===== src/rtl/uart_rx_ctrl.sv =====
// UART receiver (start + 8 data [+ even parity when UART_RX_PARITY_EN] + stop) with RX_DATA and W1C STATUS registers.
// Data/flags update one cycle after the stop sample; reads return next cycle; no backpressure, a load over unread data sets overrun.
module uart_rx_ctrl #(
  parameter int CLKS_PER_BIT = 5208
) (
  input  logic        clk,
  input  logic        rst_n,
  input  logic        rx,
  input  logic        sel,
  input  logic        we,
  input  logic        addr,
  input  logic [31:0] wr_data,
  output logic [31:0] rd_data,
  output logic        irq
);
  localparam logic [15:0] HALF = 16'(CLKS_PER_BIT / 2);
  localparam logic [15:0] LAST = 16'(CLKS_PER_BIT - 1);

  typedef enum logic [2:0] {
    S_IDLE,
    S_START,
    S_DATA,
`ifdef UART_RX_PARITY_EN
    S_PARITY,
`endif
    S_STOP
  } state_t;

  state_t      state_q;
  logic [15:0] cnt_q;
  logic [2:0]  idx_q;
  logic [7:0]  shift_q;
  logic        rx_s1_q, rx_s2_q, rx_prev_q;
  logic        load_q, ferr_set_q, perr_set_q;

  logic [7:0]  data_q, data_d;
  logic        rx_valid_q, rx_valid_d;
  logic        parity_err_q, parity_err_d;
  logic        frame_err_q, frame_err_d;
  logic        overrun_q, overrun_d;
  logic [31:0] rd_data_q, rd_data_d;
  logic [31:0] status;
  logic        rd_rx, w1c;

  logic unused_wr_bits;
  assign unused_wr_bits = ^{wr_data[31:4], wr_data[0]};

  // Receive FSM; load/flag pulses are registered so the register bank sees them one cycle later.
  always_ff @(posedge clk or negedge rst_n) begin
    if (!rst_n) begin
      state_q    <= S_IDLE;
      cnt_q      <= '0;
      idx_q      <= '0;
      shift_q    <= '0;
      rx_s1_q    <= 1'b1;
      rx_s2_q    <= 1'b1;
      rx_prev_q  <= 1'b1;
      load_q     <= 1'b0;
      ferr_set_q <= 1'b0;
      perr_set_q <= 1'b0;
    end else begin
      rx_s1_q    <= rx;
      rx_s2_q    <= rx_s1_q;
      rx_prev_q  <= rx_s2_q;
      load_q     <= 1'b0;
      ferr_set_q <= 1'b0;
      perr_set_q <= 1'b0;
      case (state_q)
        S_IDLE: begin
          if (rx_prev_q && !rx_s2_q) begin
            state_q <= S_START;
            cnt_q   <= '0;
          end
        end
        S_START: begin
          if (cnt_q == HALF) begin
            cnt_q   <= '0;
            idx_q   <= '0;
            state_q <= rx_s2_q ? S_IDLE : S_DATA;
          end else begin
            cnt_q <= cnt_q + 16'd1;
          end
        end
        S_DATA: begin
          if (cnt_q == LAST) begin
            cnt_q   <= '0;
            shift_q <= {rx_s2_q, shift_q[7:1]};
            idx_q   <= idx_q + 3'd1;
            if (idx_q == 3'd7) begin
`ifdef UART_RX_PARITY_EN
              state_q <= S_PARITY;
`else
              state_q <= S_STOP;
`endif
            end
          end else begin
            cnt_q <= cnt_q + 16'd1;
          end
        end
`ifdef UART_RX_PARITY_EN
        S_PARITY: begin
          if (cnt_q == LAST) begin
            cnt_q      <= '0;
            perr_set_q <= (rx_s2_q != ^shift_q);
            state_q    <= S_STOP;
          end else begin
            cnt_q <= cnt_q + 16'd1;
          end
        end
`endif
        S_STOP: begin
          if (cnt_q == LAST) begin
            cnt_q      <= '0;
            state_q    <= S_IDLE;
            load_q     <= rx_s2_q;
            ferr_set_q <= !rx_s2_q;
          end else begin
            cnt_q <= cnt_q + 16'd1;
          end
        end
        default: state_q <= S_IDLE;
      endcase
    end
  end

  // A load beats a same-cycle read, and a flag set beats a same-cycle W1C.
  always_comb begin
    rd_rx        = sel & ~we & ~addr;
    w1c          = sel & we & addr;
    status       = {28'b0, overrun_q, frame_err_q, parity_err_q, rx_valid_q};
    data_d       = load_q ? shift_q : data_q;
    rx_valid_d   = rx_valid_q;
    if (rd_rx)  rx_valid_d = 1'b0;
    if (load_q) rx_valid_d = 1'b1;
    overrun_d    = (overrun_q & ~(w1c & wr_data[3])) | (load_q & rx_valid_q & ~rd_rx);
    frame_err_d  = (frame_err_q & ~(w1c & wr_data[2])) | ferr_set_q;
    parity_err_d = (parity_err_q & ~(w1c & wr_data[1])) | perr_set_q;
    rd_data_d    = rd_data_q;
    if (sel && !we) rd_data_d = addr ? status : {24'b0, data_q};
  end

  always_ff @(posedge clk or negedge rst_n) begin
    if (!rst_n) begin
      data_q       <= '0;
      rx_valid_q   <= 1'b0;
      parity_err_q <= 1'b0;
      frame_err_q  <= 1'b0;
      overrun_q    <= 1'b0;
      rd_data_q    <= '0;
    end else begin
      data_q       <= data_d;
      rx_valid_q   <= rx_valid_d;
      parity_err_q <= parity_err_d;
      frame_err_q  <= frame_err_d;
      overrun_q    <= overrun_d;
      rd_data_q    <= rd_data_d;
    end
  end

  assign rd_data = rd_data_q;
  assign irq     = rx_valid_q;

endmodule


===== config.mk =====
export PLATFORM = sky130hd
export DESIGN_NAME = uart_rx_ctrl
export DESIGN_NICKNAME = d
export VERILOG_FILES = /design/src/rtl/uart_rx_ctrl.sv
export SDC_FILE = /design/constraint.sdc
export NUM_CORES = 1
export LEC_CHECK = 0
export ABC_AREA = 1
export BUFFER_PORTS_ARGS = -buffer_cell sky130_fd_sc_hd__buf_4
export CORE_MARGIN = 3
export CORE_UTILIZATION = 57
export CTS_CLUSTER_DIAMETER = 200
export DETAILED_ROUTE_END_ITERATION = 6
export PLACE_DENSITY_LB_ADDON = 0.25
export SETUP_SLACK_MARGIN = 0.4
export SYNTH_ARGS = -nofsm -noshare
export SYNTH_HDL_FRONTEND = slang
export SYNTH_SLANG_ARGS = --single-unit
export TNS_END_PERCENT = 20

===== constraint.sdc =====
create_clock -name clk -period 3.25 [get_ports clk]
set_input_delay 0.65 -clock clk [delete_from_list [all_inputs] [get_ports clk]]
set_output_delay 0.65 -clock clk [all_outputs]
set_load 0.05 [all_outputs]

Word level (Yosys, flattened, before mapping)
Cells that the tools add are included.
- add/subtract/negate cells: 2
- eq/ne operators: 11
- mux-type cells: 21
- bitwise gates (word level): 20
- reduce and logical (&&, ||, !) cells: 13
- operators with widths (cell ; count):
    2-to-1 mux 16 bit ; 3
    case mux 16 bit (3 select lines) ; 1
    2-to-1 mux 3 bit ; 7
    adder 16 x 1 -> 16 bit (second input constant) ; 1
    == test 16 x 12 -> 1 bit (second input constant) ; 1
    == test 16 x 13 -> 1 bit (second input constant) ; 1
    AND 1 bit ; 12
    case mux 3 bit (4 select lines) ; 1
    != test 2 bit (second input constant) ; 5
    2-to-1 mux 8 bit ; 1
    == test 3 x 2 -> 1 bit (second input constant) ; 2
    2-to-1 mux 1 bit ; 6
    inverter 1 bit ; 6
    case mux 3 bit (2 select lines) ; 1
    AND reduction 5 bit ; 1
    AND reduction 2 bit ; 2
    nonzero test 2 bit ; 2
    adder 3 x 1 -> 3 bit (second input constant) ; 1
    == test 3 x 1 -> 1 bit (second input constant) ; 1
    == test 3 bit (second input constant) ; 1
    zero test 3 bit ; 1
    AND reduction 3 bit ; 1
    nonzero test 3 bit ; 1
    logical AND 1 bit ; 2
    4 further kinds ; 6
- flip-flop bits (word level): 79
- output and inout port bits: 33

Depth between registers and ports, before layout
- word-level depth: 6
- mapped depth: 11
- mapped depth without buffers: 10

Worst setup path before layout
OpenSTA, ideal clock, no wires.
- kind: input -> register
- start: input port sel
- end: register overrun_q
- library setup time: 122 ps
- arrival time: 1297 ps
- path slack: 1832 ps
- stages: 4
- path through: inv_1 > nor2_2 > nand2_1 > a32o_1
- longest elaborated chain between the ends: 6
- elaborated cells between the ends (all ways): 10
- classes of those cells: bitwise (10)
- RTL lines (item ; line ; source):
    start: declaration ; 9 ; input logic sel,
    AND 1 bit (2 in series) ; 129 ; w1c = sel & we & addr;
    AND 1 bit ; 135 ; overrun_d = (overrun_q & ~(w1c & wr_data[3])) | (load_q & rx_valid_q & ~rd_rx);
    inverter 1 bit ; 135 ;
    AND 1 bit ; 135 ;
    bitwise OR 1 bit * ; 135 ;
    net overrun_d ; 40 ; logic overrun_q, overrun_d;
    end signal: assignment ; 155 ; overrun_q <= overrun_d;
    end: declaration ; 40 ;
Mark *: on every way through the listed nets, which the timed path passes. The rest lies on a longest branch.
A chain may end at the register's enable or synchronous reset.

Worst setup path after layout
- start: register cnt_q[14]
- end: register idx_q[0]
- longest elaborated chain between the ends: 3
- elaborated cells between the ends (all ways): 5
- classes of those cells: eq/ne (4); reduce/logical (1)
- RTL lines (item ; line ; source):
    start: declaration ; 30 ; logic [15:0] cnt_q;
    start signal: assignment ; 81 ; cnt_q <= cnt_q + 16'd1;
    start signal: assignment ; 97 ; cnt_q <= cnt_q + 16'd1;
    start signal: assignment ; 118 ; cnt_q <= cnt_q + 16'd1;
    == test 16 x 13 -> 1 bit / == test 16 x 12 -> 1 bit (equally long branches) ; 85, 76 ;
    != test 2 bit (no line) ; -- ;
    AND reduction 3 bit (no line) * ; -- ;
    end signal: assignment ; 88 ; idx_q <= idx_q + 3'd1;
    end: declaration ; 31 ; logic [2:0] idx_q;
Every way passes the cells marked *; elsewhere a longest branch is shown, timed or not.

==> results.md <==
- Status: completed
- Cell breakdown of the critical path: nor2_1, nand2_1, nor2_1, nand2_2, inv_2, nand2_4, nand3_1, o21ai_0
- Non-Filler Instances: 437
- Post-synth cell types: 34
- Setup CP Type: reg2reg
- Predominant post-synthesis flop cell: dfrtp_1
- #FFs+latches synth: between 50 and 60
- Post-detail-place hpwl: 3740 um
- CTS tree: yes
- Nets: 411
- Worst-case clock buffer depth: 2
- Cell with the most instances after synthesis: nand2_1
- Initial Utilization: roughly three fifths
- Worst slew pin tran: approximately 660 ps
- Worst Setup SP: cnt_q[14]$_DFFE_PN0P_
- Detail Route Antenna Nets: 0
- Pwr/cell area: 544 nW/um2
- CP most frequent cell: nor2_1
- P_leak: 0.00156 uW
- Area delta synth->final: 6.43%
- Final setup margin: 1600 ps
- Sequential area share after synthesis: between 40 and 50%
- Clk root buf: clkbuf_8
- Mapped Cells: ~350
- CTS Sinks: between 50 and 60
- FF-to-FF path depth: 8
- Clk Latency, worst-skew pair: 310 ps
- Setup WS pre-CTS: 1570 ps
- VDD IR-drop max: 0.000384 V
- Sum Neg Setup Slack: 0 ps
- Part of the power in registers: ~47%
- Gr busiest metal: met2
- Final GP Congestion: roughly 0.86
- Post-Syn Area: 2840 um2
- Worst-path clk slew: 100 ps
- Vias per std cell: 5.00
- Peak per-stage delay on the critical path: 440 ps
- Met1 Use GR: 27.1%
- Top Family by Delay on Critical Path: simple AND/OR/NAND/NOR gates
- CP arrival: 1850 ps
- Sw power: 592 uW
- Clock share of power: 28.4%
- Hold WC Path Type: reg2reg
- Max-cap violation count: 0
- Largest net degree at the start of global routing: 55
- Met2 Use GR: 31.8%
- Worst Path Required: 3450 ps
- Drt wl/cell: around 12 um
- EDFF count, synth: 0
- Num ports: 71
- Final wirelength: 5280 um
- Vias in the first global route: 2154
- Area leader, netlist: dfrtp_1
- Share of layout cells above drive strength 1: 13.5%
- Core area: about 4800 um2
- Die Width: 76.6 um
- Bufs and invs on worst path: 1
- M3 GR Usage: 3.31%
- RSZ-0062 raised after global routing: no
- Reg2reg end: idx_q[0]$_DFFE_PN0P_
- Crit path max fanout: 13
- Switching Share: 36.0%
- Pint: 1050 uW
- CP Capture Point: idx_q[0]$_DFFE_PN0P_
- Iter 0 DRT Violations: 141
- Cell depth of the worst setup path: 8
- Hold Vio Cnt, Final: 0
- # setup viols final: 0
- Gr usage total: 19.9%
- Slowest CP cell: dfrtp_1
- Top-area cell type share of the netlist area: 44.9%
- Max-slew headroom: 56.1%
- Final Max Slew Viols: 0
- Placement row count: 25
- Post-Place Cells: 429
- Hold bufs inserted after CTS: 0
- Via count: 2184
- I/O Buffers: 17
- R2r setup slk: 1600 ps
- CP startpoint kind: register
- DRC viols: 0
- First-pass GRT wire length: 9560 um
- Mean Syn Cell Area: around 8.1 um2
- Die Y: 76.6 um
- Initial antenna violation count: 0
- Clk_skew: 5.10 ps
- Setup Fix Bufs, Post-CTS: 0
- Min Tclk post-route: 1650 ps
- Post-CTS Resized: 0
- Async set or reset register ratio after synthesis: 100%
- Top cells by instance count after synthesis: nand2_1 (98), dfrtp_1 (51), inv_1 (34), nand3_1 (32), nor2_1 (28)
- Antenna Cells: 0
- Total grt overflow: 0
- Cts bufs inserted: 5
- Worst Hold Launch: rx_s1_q$_DFF_PN1_
- Warnings, synthesis: 0
- H-tree depth: 2
- Highest clock rate: 607 MHz
- Nature of the critical path endpoint: register
- Crit share post-route: about half
- Detailed Routing Iterations Pass 1: 5
- Die area: 5870 um2
- Comb pwr share: between 20% and 30%
- Synth top area cells: dfrtp_1 (45%), nand2_1 (13%), buf_4 (6.9%), nand3_1 (5.6%), inv_1 (4.5%)
- Worst r2r src: cnt_q[14]$_DFFE_PN0P_
cells by family after synthesis:
family | synth area share [%]
xor gates and xnor gates | 0.924
adders and majority gates | 1.76
and+or+nand+nor | 27.2
buffers and inverters | 13.3
DFF | 47.7
muxes | 1.19
AOI/OAI and AO/OA | 7.83
other | 0.132
registers in the layout, summed over array words and instances, names as in the netlist, 2 cells and up:
signal,cells
shift_q,8
rd_data,8
data_q,8
state_q,2
cnt_q,16
idx_q,3
layout make-up:
cell class / instances / area [um2]
clock inverters: 3 / 47.5
clock buffers: 5 / 68.8
fillers: 424 / 1760
well taps: 67 / 83.8
multi-input cells: 252 / 1200
flip-flops and latches: 54 / 1360
inverters: 39 / 146
repair buffers: 17 / 128
how the worst min path moves through the flow:
stage | end | slack (ps) | cells after the start
global route | rx_s2_q$_DFF_PN1_ | 370 | 0
detailed placement | rx_s2_q$_DFF_PN1_ | 350 | 0
CTS | rx_s2_q$_DFF_PN1_ | 360 | 0
finish | rx_s2_q$_DFF_PN1_ | 360 | 0
floorplan | cnt_q[0]$_DFFE_PN0P_ | 350 | 0
global placement | rx_s2_q$_DFF_PN1_ | 350 | 0
power groups by stage:
stage / Sequential [uW] / Clock, uW / Combinational, uW
after floorplan: 787 / 0 / 331
after global placement: 781 / 0 / 392
after detailed placement: 784 / 0 / 403
after CTS: 771 / 479 / 407
after global routing: 780 / 504 / 460
final: 772 / 468 / 407
worst reg2reg max path, delay by kind of cell, from the launching register on:
| family | cells | cell delay, ps |
|---|---|---|
| buffers and inverters | 1 | 200 |
| DFF | 1 | 440 |
| AOI/OAI and AO/OA | 1 | 80 |
| and+or+nand+nor | 6 | 820 |
through the flow:
stage / util (%) / area [um2] / power, uW / hold slack (ps)
6_report: 63.2 / 3030 / 1650 / 362
5_1_grt: 63.2 / 3030 / 1740 / 366
3_3_place_gp: 60.8 / 2910 / 1170 / 347
4_1_cts: 63.2 / 3030 / 1660 / 364
2_1_floorplan: - / 2930 / 1120 / 345
3_5_place_dp: 60.8 / 2910 / 1190 / 349
layout by cell type (no fill, tap or decap), types with 2 or more instances in the layout:
cell | Yosys | layout
xor2_1 | 2 | 2
o21ai_1 | 4 | 4
nor2_1 | 28 | 28
a31oi_1 | 5 | 5
buf_4 | 26 | 17
conb_1 | 1 | 24
inv_2 | 4 | 4
nand3_1 | 32 | 32
nor3_1 | 4 | 4
mux2_2 | 3 | 3
nor2_2 | 5 | 5
o22ai_1 | 2 | 2
nand2_2 | 5 | 5
a21o_1 | 2 | 2
nand4_1 | 3 | 3
dfstp_2 | 3 | 3
clkbuf_8 | 0 | 5
nand2_4 | 2 | 2
nand2_1 | 98 | 98
dfrtp_1 | 51 | 51
ha_1 | 4 | 4
inv_1 | 34 | 34
o21ai_0 | 21 | 21
layer usage:
| metal | routed length [um] | vias up |
|---|---|---|
| li1 | - | 1103 |
| met5 | 0 | - |
| met3 | 248 | 8 |
| met2 | 2460 | 65 |
| met1 | 2490 | 1008 |
| met4 | 82 | 0 |
Power figures use the tool's default switching activity.
